===== src/rtl/serial_addsub.sv =====
`default_nettype none
// ============================================================================
// Module      : serial_addsub
// Description : Multi-cycle add/subtract, CHUNK bits per clock through a ripple
//               slice with a registered inter-chunk carry; start/done handshake.
// Revision    : 1.0 - initial release
// ============================================================================
module serial_addsub #(
    parameter int WIDTH = 16,
    parameter int CHUNK = 4
) (
    input  logic             clk,
    input  logic             rst,
    input  logic             start,
    input  logic             sub,
    input  logic [WIDTH-1:0] a,
    input  logic [WIDTH-1:0] b,
    input  logic             cin,
    output logic             busy,
    output logic             done,
    output logic [WIDTH-1:0] sum,
    output logic             carry,
    output logic             overflow
);
    localparam int CYCLES = WIDTH / CHUNK;
    localparam int CNT_W  = (CYCLES > 1) ? $clog2(CYCLES) : 1;

    localparam logic [CNT_W-1:0] c_last = CNT_W'(CYCLES - 1);

    localparam logic [1:0] c_idle = 2'd0;
    localparam logic [1:0] c_run  = 2'd1;
    localparam logic [1:0] c_done = 2'd2;

    logic [1:0]       r_state;
    logic [WIDTH-1:0] r_a;
    logic [WIDTH-1:0] r_b;
    logic [WIDTH-1:0] r_res;
    logic [CNT_W-1:0] r_cnt;
    logic             r_c;

    logic [CHUNK:0]   w_slice;
    logic [WIDTH-1:0] w_res_next;
    logic             w_cmsb;
    logic             w_ov;

    assign w_slice = {1'b0, r_a[CHUNK-1:0]} + {1'b0, r_b[CHUNK-1:0]} + {{CHUNK{1'b0}}, r_c};

    // Result bits enter at the MSB end so the final chunk lands in the top bits.
    assign w_res_next = (r_res >> CHUNK) | (WIDTH'(w_slice[CHUNK-1:0]) << (WIDTH - CHUNK));

    // On the last chunk the slice MSB is the word MSB; recover its carry-in.
    assign w_cmsb = r_a[CHUNK-1] ^ r_b[CHUNK-1] ^ w_slice[CHUNK-1];
    assign w_ov   = w_cmsb ^ w_slice[CHUNK];

    always_ff @(posedge clk or posedge rst) begin
        if (rst) begin
            r_state  <= c_idle;
            r_a      <= '0;
            r_b      <= '0;
            r_res    <= '0;
            r_cnt    <= '0;
            r_c      <= 1'b0;
            busy     <= 1'b0;
            done     <= 1'b0;
            sum      <= '0;
            carry    <= 1'b0;
            overflow <= 1'b0;
        end else begin
            case (r_state)
                c_run: begin
                    r_a   <= r_a >> CHUNK;
                    r_b   <= r_b >> CHUNK;
                    r_res <= w_res_next;
                    r_c   <= w_slice[CHUNK];
                    if (r_cnt == c_last) begin
                        r_cnt    <= '0;
                        sum      <= w_res_next;
                        carry    <= w_slice[CHUNK];
                        overflow <= w_ov;
                        done     <= 1'b1;
                        busy     <= 1'b0;
                        r_state  <= c_done;
                    end else begin
                        r_cnt <= r_cnt + CNT_W'(1);
                    end
                end
                default: begin
                    done <= 1'b0;
                    if (start) begin
                        r_a     <= a;
                        r_b     <= sub ? ~b : b;
                        r_c     <= cin ^ sub;
                        r_res   <= '0;
                        r_cnt   <= '0;
                        busy    <= 1'b1;
                        r_state <= c_run;
                    end else begin
                        r_state <= c_idle;
                    end
                end
            endcase
        end
    end
endmodule
`default_nettype wire


===== config.mk =====
export PLATFORM = sky130hd
export DESIGN_NAME = serial_addsub
export DESIGN_NICKNAME = d
export VERILOG_FILES = /design/src/rtl/serial_addsub.sv
export SDC_FILE = /design/constraint.sdc
export NUM_CORES = 1
export LEC_CHECK = 0
export ABC_AREA = 1
export CAP_MARGIN = 5
export CELL_PAD_IN_SITES_DETAIL_PLACEMENT = 1
export CELL_PAD_IN_SITES_GLOBAL_PLACEMENT = 1
export CORE_MARGIN = 1.5
export CORE_UTILIZATION = 52
export CTS_CLUSTER_SIZE = 30
export DETAILED_ROUTE_END_ITERATION = 10
export DONT_BUFFER_PORTS = 1
export GPL_ROUTABILITY_DRIVEN = 0
export GPL_TIMING_DRIVEN = 0
export MAX_ROUTING_LAYER = met4
export PLACE_DENSITY = 0.83
export SLEW_MARGIN = 15
export SYNTH_ARGS = -nofsm -noshare
export SYNTH_HDL_FRONTEND = slang
export SYNTH_SLANG_ARGS = --single-unit
export TNS_END_PERCENT = 50

===== constraint.sdc =====
create_clock -name clk -period 3.3 [get_ports clk]
set_input_delay 0.66 -clock clk [delete_from_list [all_inputs] [get_ports clk]]
set_output_delay 0.66 -clock clk [all_outputs]
set_load 0.02 [all_outputs]

==> metrics <==
number of detailed-routing iterations run before antenna repair 4; number of primary I/O pins 57; clock tree skew after final layout 0.0106 ns; source-to-sink clock delay at the later pin of the worst-skew pair 0.35 ns; Pleak 0.00161 uW; share of the synthesized area in compound gates (AO/OA/AOI/OAI) 13.0%; top achievable clock speed 0.516 GHz; fraction of registers with async set or reset after synthesis 100%; worst-case clock buffer depth 2; dominant combinational cell family by area after synthesis simple AND/OR/NAND/NOR gates; count of antenna-violating nets left after detailed routing 0; Chip Height 80.5 um; remaining global-route overflow 0; pin slew with the least headroom to its limit 0.442 ns; Post-Synth Simple-Gate Area 17.1%; final wirelength 6970 um; antenna violations before repair 0; average wire length per cell after detail routing 17.2 um; Root Buffer clkbuf_8; critical path's most frequent cell nand3_1; area share of xor/xnor cells in the synthesized design 5.04%; width of the die 80.5 um; vias in the first global route 2,468; distinct cell type count of the synthesized netlist 26; layout cells sized above 1 17.2%; count of fill cells added during filler insertion 664; area of the multi-input gates 1190 sq um; largest area contributor in the synthesized netlist dfrtp_1; total clock sinks 68; Core Footprint 5850 sq um; area enclosed by the die boundary 6480 sq um; net count of the mapped netlist 357; list of most frequent post-synthesis cells 101 x nand2_1, 68 x dfrtp_1, 22 x inv_1, 18 x xnor2_1, 15 x nand3_1; Peak VDD IR 0.423 mV; share of synthesized cell area in full adder, half adder and majority cells 2.88%; WP data arrival 2.22 ns; Starting DRT DRC Count 69; Antenna Cells 0; cell with the biggest individual delay on the critical path fa_1; count of synthesis-stage warnings from yosys 0; area occupied by registers 1700 sq um; post-CTS setup buffer count 0; largest fanout on the critical path 3; Setup TNS Final 0 ns; cells after synthesis 314; mapped cell area 3130 sq um; Worst Setup End Kind register; clk slew on worst S/H paths 0.07 ns; list of cells traversed by the critical path fa_1 > fa_1 > nand3_1 > nand3_1 > nand2_1 > nand3_1 > nand2_1; run status finished, final reports clean; share of the cycle needed by the critical path after routing 58.7%; post-route DRC violation count 0; I/O Buffers 0; CTS Hold Bufs 0; EDFF count, synth 0; synthesized area per cell 9.95 sq um; DP Wirelength 5070 um; Syn-to-layout area delta 10.4%; via count normalized by instance count 5.44; Slew Viols, Final 0; core utilization of the finished layout 59.0%; clock tree from TritonCTS done; post-route minimum period 1.94 ns; relative slew slack 70.5%; library cell with the highest instance count after synthesis nand2_1; WP data required 3.58 ns; via total after detailed routing 2,208; Tot GR Track Use 25.0%; final total power 3440 uW; critical path class register to register; pin count of the biggest net entering global routing 55; kind of path behind the tightest hold check input pin to async pin; total of flip-flops plus latches after synthesis 68; kind of cell with the highest combined delay on the critical path adder cells; post-synthesis sequential area ratio 54.4%; Post-Place Cell Area 3250 sq um; final setup violation count 0; post-synthesis mux area share 0%; Most used DFF post-synth dfrtp_1; number of gates resized after cts 0; max incr delay on CP 0.50 ns; number of endpoints with negative hold slack in the final report 0; top post-synthesis cells by area dfrtp_1 54%, nand2_1 12%, xnor2_1 5.0%; # nets final 369; total clock buffers created by CTS 9; number of buffers and inverters on the critical path 0; kind of start point of the critical path register; finished layout cell area 3450 sq um; CTS H-Tree Depth 3; initial cell density of the core 53.4%; Max-Cap Viols 0; unrepaired setup endpoints after global routing false; number of core rows 28; pwr/cell area 996 nW/um^2; Fin Hold WS 0.100 ns; wire length of the first global-routing pass 11,600 um; area share of the leading cell type in the synthesized netlist 54.4%
## per-stage QoR
step           worst slack [ns]  std cells
2_1_floorplan             0.928        314
3_3_place_gp              0.201        389
3_5_place_dp               1.40        390
4_1_cts                    1.38        406
5_1_grt                    1.28        406
6_report                   1.36        406
## registers in the layout, summed over array words and instances (netlist names)
name	count
carry	1
r_res	12
r_c	1
r_state	1
done	1
sum	16
r_cnt	2
r_a	16
r_b	16
busy	1
overflow	1
## cell usage in the layout, fill, tap and decap left out, types with 2 or more instances in the layout
| master | instances |
|---|---|
| dfrtp_1 | 68 |
| nor2_1 | 5 |
| o21ai_2 | 14 |
| nor2_4 | 2 |
| inv_4 | 2 |
| o211ai_2 | 3 |
| ha_1 | 4 |
| o21ai_0 | 9 |
| inv_2 | 3 |
| nand2_1 | 101 |
| clkbuf_1 | 2 |
| clkbuf_8 | 11 |
| buf_6 | 9 |
| o211ai_1 | 14 |
| nand2_4 | 3 |
| xnor2_1 | 18 |
| nand3_1 | 15 |
| clkinv_2 | 2 |
| buf_4 | 3 |
| fa_1 | 2 |
| inv_1 | 21 |
| o22ai_1 | 11 |
## worst reg2reg max path, delay by kind of cell, from the launching register on
family / cells / cell delay [ns]
flops: 1 / 0.41
simple gates: 5 / 0.49
fa+ha+maj: 2 / 0.96
## layer usage
layer	global-route usage [%]	routed length, um	vias up
met4	8.97	97	0
met3	6.14	321	9
met5	-	0	-
met1	27.5	2810	1100
met2	43.9	3740	61
li1	-	-	1038
## layout make-up
type	instances	share of cell area, %
multi-input combinational	206	34.4
timing repair buffer	1	0.797
clock buffer	12	4.49
sequential	68	49.3
inverter	26	2.97
buffer	14	3.91
tap	75	2.72
clock inverter	4	1.38
## cells by family after synthesis
kind of cell / after synthesis
AOI/OAI and AO/OA: 55
and+or+nand+nor: 127
xor gates and xnor gates: 18
DFF: 68
adders and majority gates: 6
buffers and inverters: 40
## path summary, 6_finish.rpt
path | start | end | slack [ns] | depth (start not counted)
max | r_a[0] | overflow | 1.36 | 7
min | rst | sum[6] | 0.10 | 1
max reg2reg | r_a[0] | overflow | 1.36 | 7
min reg2reg | r_res[15] | r_res[15] | 0.49 | 2
max in group asynchronous | rst | r_cnt[0] | 2.67 | 2
min in group clk | a[12] | r_a[12] | 0.44 | 2
## report_power, final
group	switching, uW	total [uW]	internal (uW)
combinational	752	1230	473
clock	316	704	388
sequential	335	1510	1170
No activity file was read; power rests on OpenSTA's default activity.
